## config.mk

```make
export PLATFORM = sky130hd
export DESIGN_NAME = eight_left_shift
export DESIGN_NICKNAME = d
export VERILOG_FILES = /design/src/rtl/eight_left_shift_pkg.sv /design/src/rtl/eight_left_shift_imm_shift_comb.sv /design/src/rtl/eight_left_shift.sv
export SDC_FILE = /design/constraint.sdc
export NUM_CORES = 1
export LEC_CHECK = 0
export ABC_AREA = 1
export BUFFER_PORTS_ARGS = -buffer_cell sky130_fd_sc_hd__buf_2
export CORE_MARGIN = 2
export CORE_UTILIZATION = 36
export DETAILED_ROUTE_END_ITERATION = 8
export PLACE_DENSITY = 0.79
export SLEW_MARGIN = 15
export SYNTH_ARGS = -nofsm -noshare
export SYNTH_HDL_FRONTEND = slang
export SYNTH_HIERARCHICAL = 1
export SYNTH_SLANG_ARGS = --single-unit
export TNS_END_PERCENT = 20
```

## constraint.sdc

```tcl
create_clock -name clk -period 0.8 [get_ports clk]
set_clock_uncertainty 0.05 [all_clocks]
set_input_delay 0.16 -clock clk [delete_from_list [all_inputs] [get_ports clk]]
set_output_delay 0.16 -clock clk [all_outputs]
set_load 0.02 [all_outputs]
```

## src/rtl/eight_left_shift_pkg.sv

```systemverilog
// Shared processor datapath constants for the immediate-upper shifter.
package eight_left_shift_pkg;

    localparam int WORD_W = 16;
    localparam int IMM8_W = 8;
    localparam logic [IMM8_W-1:0] ZERO_BYTE = 8'h00;

endpackage

```

## src/rtl/eight_left_shift_imm_shift_comb.sv

```systemverilog
// Purely combinational immediate-upper shift: {in, zeros}.
module imm_shift_comb
    import eight_left_shift_pkg::*;
#(
    parameter int IN_W  = IMM8_W,
    parameter int OUT_W = WORD_W
) (
    input  logic [IN_W-1:0]  in,
    output logic [OUT_W-1:0] out
);

    // Low bits are literal zeros so X on in can never reach them.
    assign out = {in, {(OUT_W - IN_W){1'b0}}};

endmodule

```

## src/rtl/eight_left_shift.sv

```systemverilog
// Immediate-upper shifter: combinational result plus a registered copy.
module eight_left_shift
    import eight_left_shift_pkg::*;
#(
    parameter int IN_W  = IMM8_W,
    parameter int SHIFT = 8,
    parameter int OUT_W = WORD_W
) (
    input  logic             clk,
    input  logic             reset,
    input  logic [IN_W-1:0]  in,
    input  logic             in_valid,
    input  logic             hold,
    output logic [OUT_W-1:0] out,
    output logic [OUT_W-1:0] out_q,
    output logic             out_q_valid
);

    if (SHIFT + IN_W != OUT_W) begin : g_width_check
        $error("eight_left_shift: SHIFT + IN_W must equal OUT_W");
    end

    imm_shift_comb #(
        .IN_W  (IN_W),
        .OUT_W (OUT_W)
    ) u_shift (
        .in  (in),
        .out (out)
    );

    // Priority: reset, then hold (stall), then capture.
    always_ff @(posedge clk) begin
        if (reset) begin
            out_q       <= '0;
            out_q_valid <= 1'b0;
        end else if (hold) begin
            out_q       <= out_q;
            out_q_valid <= out_q_valid;
        end else if (in_valid) begin
            out_q       <= out;
            out_q_valid <= 1'b1;
        end else begin
            out_q_valid <= 1'b0;
        end
    end

endmodule

```

==> results.json, run 1 <==
{
  "gp_congestion": 0.742,
  "powerDensity_nw_per_um2": 1620,
  "startpoint": "out_q_valid",
  "ant_nets": 0,
  "power.internal_mw": 1.33,
  "clockPowerShare_pct": 22.9,
  "instances_no_fill": 187,
  "routedWlPerCell_um": 9.58,
  "leakage_nw": 0.605,
  "status": "complete, but fails checks",
  "coreArea_um2": 2230,
  "yosysWarnings": 6,
  "slew_viol_final": 0,
  "setup_viol_count_final": 17,
  "grt_pass1_wl_um": 2840,
  "hp-start": "hold",
  "cp_slowest_cell": "dfxtp_2",
  "yosysUniqueCellTypes": 12,
  "cts_buffer_depth": 2,
  "wl_um": 1790,
  "num_vias": 767,
  "fin_util_pct": 52.7,
  "min_period_ns": 0.953,
  "worstPathCellList": "buf_6",
  "final_cell_mix": "32 x nor2_1, 19 x buf_2, 18 x nand2_1",
  "path_max_fanout": 2,
  "numCtsBuffers": 3,
  "yosys.area.top_type": "dfxtp_1",
  "die_h_um": 52.8,
  "synth_seq_cells": 17,
  "r2r-start": "out_q[9]",
  "die_x_um": 52.8,
  "avgSynthCellArea_um2": 6.80,
  "start_util_pct": 38.4,
  "cts_root_buffer": "clkbuf_4",
  "cts_num_sinks": 17,
  "rsz0062_at_grt": "true",
  "critPathMaxStageDelay_ns": 0.35,
  "yosysSeqAreaShare_pct": 39.7,
  "antenna_found_initial": 0,
  "final_common_cell": "nor2_1",
  "min_period_over_period_pct": 119,
  "setup_ws_ns": -0.153,
  "drc": 0,
  "dr.first_iter.drc_count": 9,
  "switching_share_pct": 30.2,
  "vdd_drop_max_mv": 0.821,
  "grt-ovfl-total": 0,
  "reg2reg_setup_slack_ns": 0.07,
  "finalSetupTns_ns": -2.46,
  "crit_type": "reg2out",
  "clk_pin_slew_ns": 0.09,
  "cp_data_arrival_time_ns": 0.74,
  "dr.pass1.iters": 4,
  "cp_data_required_time_ns": 0.59,
  "startpoint_type": "register",
  "p_sw_mw": 0.577,
  "track_usage_pct": 14.1,
  "power_frac_seq_pct": 49.8,
  "hold_violations": 0,
  "synth_top_cell_area_share_pct": 39.7,
  "synth_area_leaders": "dfxtp_1 40%, buf_4 14%, nor2_1 14%",
  "syn_to_final_growth_pct": 37.4,
  "dp.cells": 181,
  "crit_buf_inv": 1,
  "ios": 45,
  "layout.nets": 172,
  "total_power_mw": 1.91,
  "hold_class": "in2reg",
  "combPwrFrac_pct": 27.3,
  "port_buffers": 36,
  "cpLargestDelayFamily": "flip-flops",
  "hpwl_um": 1290,
  "dieArea_um2": 2790,
  "fmaxAchievable_ghz": 1.05,
  "antennaDiodeCount": 0,
  "cts_tree": "built",
  "htree_levels": 1,
  "synth_area_um2": 857,
  "via_per_inst": 4.10,
  "placementRows": 17,
  "syn_inst": 126,
  "cp-end-kind": "output pin",
  "drv_cap": 0,
  "violations": "setup timing",
  "insertion_delay_ns": 0.28,
  "grt_max_degree": 18,
  "grt_pass1_vias": 710,
  "drive_gt1_share_pct": 40.9
}
-- kinds of logic after synthesis --
family,Yosys count,share of synthesized area [%]
simple gates,67,32.6
buf+inv,40,26.7
flops,17,39.7
compound gates,1,0.583
other cells,1,0.438
-- registers in the layout, indices dropped and copies added, names as in the netlist --
signal / flops
out_q_valid: 1
out_q: 16
-- layout make-up --
class	instances	area (µm²)
flip-flops and latches	17	362
clock buffers	4	26.3
multi-input cells	76	314
fillers	219	1060
well taps	28	35.0
inverters	19	73.8
repair buffers	43	367
-- power by group through the flow --
stage          registers [mW]  clock network, mW  logic [mW]
5_1_grt                 0.960              0.498       0.569
2_1_floorplan            1.02                  0       0.289
4_1_cts                 0.952              0.454       0.520
3_3_place_gp            0.946                  0       0.443
6_report                0.951              0.437       0.523
3_5_place_dp            0.948                  0       0.447
-- path summary, 6_finish.rpt --
kind,to,cells after the start
min reg2reg,out_q[10],2
min,out_q_valid,3
max,out_q_valid,1
max reg2reg,out_q[9],3
-- per-layer routing --
| layer | GRT usage (%) | part of all wire (%) |
|---|---|---|
| met1 | 15.3 | 39 |
| met2 | 25.8 | 53 |
| met3 | 2.00 | 5.6 |
| met4 | 7.69 | 1.5 |
| met5 | 0 | 0 |
-- Yosys cell counts --
master   count
inv_2        2
a21oi_1      1
dfxtp_1     17
nand2_1     18
buf_2        3
buf_6        2
nor2_1      32
conb_1       1
buf_4       16
inv_1       17
nand3_1     16
nor2_4       1
-- stage by stage --
step / cell area, µm² / hold WS (ns) / setup WS (ns)
after floorplan: 890 / 0.179 / -0.00278
after global placement: 1010 / 0.285 / -0.0721
after detailed placement: 1010 / 0.290 / -0.0846
after CTS: 1180 / 0.104 / -0.166
after global routing: 1180 / 0.0945 / -0.196
final: 1180 / 0.111 / -0.153
-- repair_timing --
action	4_1_cts	5_1_grt
setup buffers	1	0
gates resized for setup	51	0
hold buffers	1	0
setup endpoints to repair	17	17
endpoints found under the hold margin	1	0
(Power assumes the default switching activity.)
==> inputs of run 2 (changes only) <==
GPL_TIMING_DRIVEN = 0   (was unset)
SKIP_CTS_REPAIR_TIMING = 1   (was unset)
==> run 2 against run 1 <==
The run still ends with setup timing left. Clock-buffer cell count did not move. Global-route usage shrank 1.2 points. Sequential share of layout area is 1.3 points lower. Die area unchanged. Via count is 6.4% higher. Routed wire length is 0.95% lower. Non-clock buffer count increased by 7. Critical endpoint is now out_q[13].
==> results.json, run 2 (synthesized netlist as in run 1, its figures left out) <==
{
  "cp-end-kind": "output pin",
  "hpwl_um": 1330,
  "placed_area_um2": 1060,
  "path_depth": 1,
  "p_sw_mw": 0.581,
  "violations": "setup timing",
  "final_cell_mix": "32 x nor2_1, 18 x buf_6, 18 x nand2_1",
  "startpoint": "out_q[13]",
  "grt_pass1_wl_um": 2620,
  "die_h_um": 52.8,
  "final_area_um2": 1230,
  "fin_util_pct": 55.1,
  "r2r-start": "out_q[9]",
  "dieArea_um2": 2790,
  "cp_data_required_time_ns": 0.59,
  "ios": 45,
  "start_util_pct": 38.4,
  "track_usage_pct": 12.9,
  "combPwrFrac_pct": 28.1,
  "routedWlPerCell_um": 9.14,
  "regToRegEndpoint": "out_q[9]",
  "powerDensity_nw_per_um2": 1570,
  "grt_pass1_vias": 640,
  "fillCellCount": 220,
  "dr.first_iter.drc_count": 14,
  "dp.cells": 188,
  "slew_viol_final": 0,
  "hold_class": "in2reg",
  "insertion_delay_ns": 0.28,
  "path_max_fanout": 2,
  "port_buffers": 27,
  "reg2reg_setup_slack_ns": 0.07,
  "min_period_over_period_pct": 119,
  "startpoint_type": "register",
  "final_common_cell": "nor2_1",
  "finalSetupTns_ns": -2.43,
  "setup_viol_count_final": 17,
  "leakage_nw": 0.643,
  "cpLargestDelayFamily": "flip-flops",
  "grt_max_degree": 11,
  "crit_buf_inv": 1,
  "drc": 0,
  "cp_data_arrival_time_ns": 0.74,
  "critPathMaxStageDelay_ns": 0.35,
  "reg.largest.list": "out_q: 16 flops, out_q_valid: 1 flops",
  "die_x_um": 52.8,
  "num_vias": 816,
  "cts_root_buffer": "clkbuf_4",
  "cts_tree": "built",
  "largest_reg_flops": 16,
  "rr_worst_depth": 3,
  "cts_buffer_depth": 2,
  "cts_num_sinks": 17,
  "syn_to_final_growth_pct": 43.6,
  "clk_pin_slew_ns": 0.10,
  "wl_um": 1770,
  "top_register": "out_q",
  "via_per_inst": 4.21,
  "drv_cap": 0,
  "cp_slowest_cell": "dfxtp_2",
  "placementRows": 17,
  "dr.pass1.iters": 4,
  "status": "complete, but fails checks",
  "hold_violations": 0,
  "setup_ws_ns": -0.155,
  "htree_levels": 1,
  "antennaDiodeCount": 0,
  "power_frac_seq_pct": 49.1,
  "ant_nets": 0,
  "crit_type": "reg2out",
  "rsz0062_at_grt": "true",
  "clockPowerShare_pct": 22.8,
  "drive_gt1_share_pct": 43.4,
  "antenna_found_initial": 0,
  "fmaxAchievable_ghz": 1.05,
  "instances_no_fill": 194,
  "min_period_ns": 0.955,
  "numCtsBuffers": 3,
  "coreArea_um2": 2230,
  "switching_share_pct": 30.0,
  "endpoint": "out_q[13]",
  "vdd_drop_max_mv": 1.35,
  "gp_congestion": 0.770,
  "power.internal_mw": 1.36,
  "layout.nets": 179,
  "worstPathCellList": "buf_6",
  "grt-ovfl-total": 0
}
run 2: cell count changes in the layout (fill, tap and decap cells not counted):
cell    before  now
buf_8        0    1
buf_6       17   18
buf_2       19   13
buf_4        4   17
buf_12       2    0
run 2: how the worst min path moves through the flow:
| stage | to | slack [ns] | cells past startpoint | from |
|---|---|---|---|---|
| 2_1_floorplan | out_q_valid | 0.18 | 1 | reset |
| 3_3_place_gp | out_q_valid | 0.28 | 2 | reset |
| 3_5_place_dp | out_q_valid | 0.29 | 2 | reset |
| 4_1_cts | out_q_valid | -0.01 | 2 | reset |
| 5_1_grt | out_q_valid | 0.11 | 3 | hold |
| 6_report | out_q_valid | 0.12 | 3 | hold |
run 2: final cells by class:
type,instances,area [µm²],share of cell area (%)
plain buffers,21,161,13.1
clock buffers,4,26.3,2.13
inverters,19,73.8,6.00
multi-input cells,76,314,25.5
flip-flops and latches,17,362,29.4
well taps,28,35.0,2.85
repair buffers,29,259,21.0
run 2: power groups by stage:
stage               Combinational (mW)  Sequential (mW)  Clock (mW)
floorplan                        0.289             1.02           0
global placement                 0.466            0.945           0
detailed placement               0.471            0.948           0
CTS                              0.472            0.928       0.447
global route                     0.597            0.957       0.499
finish                           0.545            0.951       0.441
run 2: per-stage QoR:
step	hold slack, ns	setup WS, ns	power, mW
after floorplan	0.179	-0.00278	1.31
after global placement	0.285	-0.192	1.41
after detailed placement	0.290	-0.207	1.42
after CTS	-0.0122	-0.213	1.85
after global routing	0.108	-0.195	2.05
final	0.116	-0.155	1.94
run 2: layer usage:
metal / GRT usage (%) / up-vias / part of all wire (%)
li1: - / 430 / -
met1: 14.6 / 363 / 42
met2: 22.9 / 21 / 53
met3: 2.00 / 2 / 4.2
met4: 6.84 / 0 / 1.1
met5: 0 / - / 0
==> inputs of run 3 (changes only) <==
ABC_AREA = unset   (was 1)
PLACE_DENSITY = 0.78   (was 0.79)
==> run 3 against run 2 <==
The flow still finishes with violations (setup timing). Combinational power shrank 11%. Fmax is 2.9% lower. Cell count shrank 16%. Critical endpoint is now out_q[10].
==> results.json, run 3 <==
{
  "status": "complete, but fails checks",
  "violations": "setup timing",
  "drv_cap": 0,
  "die_x_um": 54.5,
  "cts_num_sinks": 17,
  "gp_congestion": 0.666,
  "cpLargestDelayFamily": "flip-flops",
  "start_util_pct": 37.4,
  "clk_pin_slew_ns": 0.11,
  "synth_seq_cells": 17,
  "cp-end-kind": "output pin",
  "synth-edff-count": 0,
  "numCtsBuffers": 3,
  "ant_nets": 0,
  "insertion_delay_ns": 0.29,
  "critPathMaxStageDelay_ns": 0.36,
  "regToRegEndpoint": "out_q[9]",
  "final_cell_mix": "18 x buf_4, 17 x dfxtp_2, 17 x buf_6, 16 x nand2b_1, 16 x nand4bb_1",
  "setup_viol_count_final": 17,
  "layout.nets": 145,
  "worstPathCellList": "buf_6",
  "cts_tree": "built",
  "antenna_found_initial": 0,
  "slew_viol_final": 0,
  "grt_max_degree": 11,
  "die_h_um": 54.5,
  "yosys.area.top_type": "dfxtp_1",
  "port_buffers": 28,
  "hpwl_um": 1530,
  "yosysUniqueCellTypes": 13,
  "placed_area_um2": 1130,
  "fillCellCount": 210,
  "antennaDiodeCount": 0,
  "coreArea_um2": 2450,
  "cp_data_arrival_time_ns": 0.77,
  "final_common_cell": "buf_4",
  "reg.largest.list": "out_q: 16 flops, out_q_valid: 1 flops",
  "syn_inst": 91,
  "leakage_nw": 0.561,
  "startpoint_type": "register",
  "crit_buf_inv": 1,
  "hold_depth": 3,
  "wl_um": 2170,
  "dr.pass1.iters": 4,
  "synth_area_um2": 918,
  "crit_type": "reg2out",
  "rsz0062_at_grt": "true",
  "ios": 45,
  "hp-start": "in[6]",
  "avgSynthCellArea_um2": 10.1,
  "path_max_fanout": 2,
  "hold_violations": 0,
  "dieArea_um2": 2970,
  "hold_class": "in2reg",
  "htree_levels": 1,
  "cts_root_buffer": "clkbuf_4",
  "drc": 0,
  "yosysWarnings": 6,
  "cp_data_required_time_ns": 0.59,
  "synthFlopType": "dfxtp_1",
  "cp_slowest_cell": "dfxtp_2",
  "grt_pass1_vias": 680,
  "setup_ws_ns": -0.183,
  "async_reset_ff_share_pct": 0,
  "rr_worst_depth": 3,
  "fmaxAchievable_ghz": 1.02,
  "synth_commonest_cells": "17 x dfxtp_1, 16 x buf_4, 16 x nand2b_1, 16 x nand4bb_1, 10 x o21ai_2",
  "dr.first_iter.drc_count": 10,
  "synth_area_leaders": "dfxtp_1 37%, nand4bb_1 20%, buf_4 13%",
  "min_period_ns": 0.983,
  "powerDensity_nw_per_um2": 1450,
  "cts_buffer_depth": 2,
  "reg2reg_setup_slack_ns": 0.05,
  "largest_reg_flops": 16,
  "top_register": "out_q",
  "synth_top_cell_area_share_pct": 37.1,
  "vdd_drop_max_mv": 0.886,
  "hold_end": "out_q[14]",
  "syn_to_final_growth_pct": 41.1,
  "routedWlPerCell_um": 13.4,
  "via_per_inst": 4.77,
  "final_area_um2": 1300,
  "dpl_worst_slack_ns": -0.248,
  "synth.most_common_cell": "dfxtp_1",
  "placementRows": 18,
  "track_usage_pct": 14.4,
  "r2r-start": "out_q[9]",
  "min_period_over_period_pct": 123,
  "num_vias": 772,
  "yosysSeqAreaShare_pct": 37.1,
  "grt_pass1_wl_um": 3080,
  "grt-ovfl-total": 0,
  "drive_gt1_share_pct": 61.4
}
## run 3: cell count changes in the layout (fill, tap and decap cells not counted), sizes merged, moves of 2 or more
cell / previous run / this run
clkbuf: 4 / 6
inv: 19 / 0
nand2: 18 / 0
nand2b: 0 / 16
nand3: 16 / 0
nand4bb: 0 / 16
nor2: 33 / 1
o21ai: 0 / 16
## run 3: cell type report
cell class / instances / area [µm²] / area share, %
well taps: 30 / 37.5 / 2.90
plain buffers: 22 / 156 / 12.1
clock buffers: 3 / 22.5 / 1.74
flip-flops and latches: 17 / 362 / 27.9
clock inverters: 1 / 5.00 / 0.386
multi-input cells: 59 / 452 / 34.8
repair buffers: 30 / 262 / 20.2
## run 3: cells by family (layout without fill, tap and decap cells)
logic type | Yosys count | in the layout | synth area share, %
AND/OR/NAND/NOR | 34 | 34 | 32.0
buffers and inverters | 22 | 56 | 16.6
flip-flops | 17 | 17 | 37.1
AO/OA/AOI/OAI | 16 | 16 | 12.8
other | 1 | 8 | 0.408
multiplexers | 1 | 1 | 1.09
## run 3: power breakdown
part / internal (mW) / switching [mW]
logic: 0.235 / 0.252
clock network: 0.186 / 0.286
registers: 0.897 / 0.0297
## run 3: per-stage QoR
| step | TNS [ns] | cells | utilization, % | hold slack (ns) | total power, mW |
|---|---|---|---|---|---|
| after global placement | -3.04 | 156 | 45.9 | 0.379 | 1.34 |
| after global routing | -3.35 | 162 | 52.8 | 0.0902 | 1.97 |
| after floorplan | 0 | 98 | - | 0.279 | 1.24 |
| final | -2.83 | 162 | 52.8 | 0.0884 | 1.89 |
| after detailed placement | -3.35 | 156 | 45.9 | 0.392 | 1.35 |
| after CTS | -3.76 | 160 | 47.0 | 0.0824 | 1.82 |
## run 3: layer usage
metal  track usage, %  vias up  wire [µm]
li1                 -      382          -
met1             19.7      366        946
met2             22.7       22       1100
met3             3.01        2        107
met4             3.75        0          6
met5                0        -          0
## run 3: worst max-delay path by stage
stage | endpoint | slack [ns] | cells past startpoint | start
5_1_grt | out_q[2] | -0.21 | 1 | out_q[2]
3_5_place_dp | out_q[8] | -0.25 | 4 | reset
6_report | out_q[10] | -0.18 | 1 | out_q[10]
3_3_place_gp | out_q[11] | -0.21 | 4 | hold
2_1_floorplan | out_q[10] | 0.00001 | 3 | hold
4_1_cts | out_q[14] | -0.24 | 1 | out_q[14]
## run 3: tightest hold or removal path: stages
cell and delay (ns):
buf_4 0.08, nand4bb_1 0.09, o21ai_1 0.07
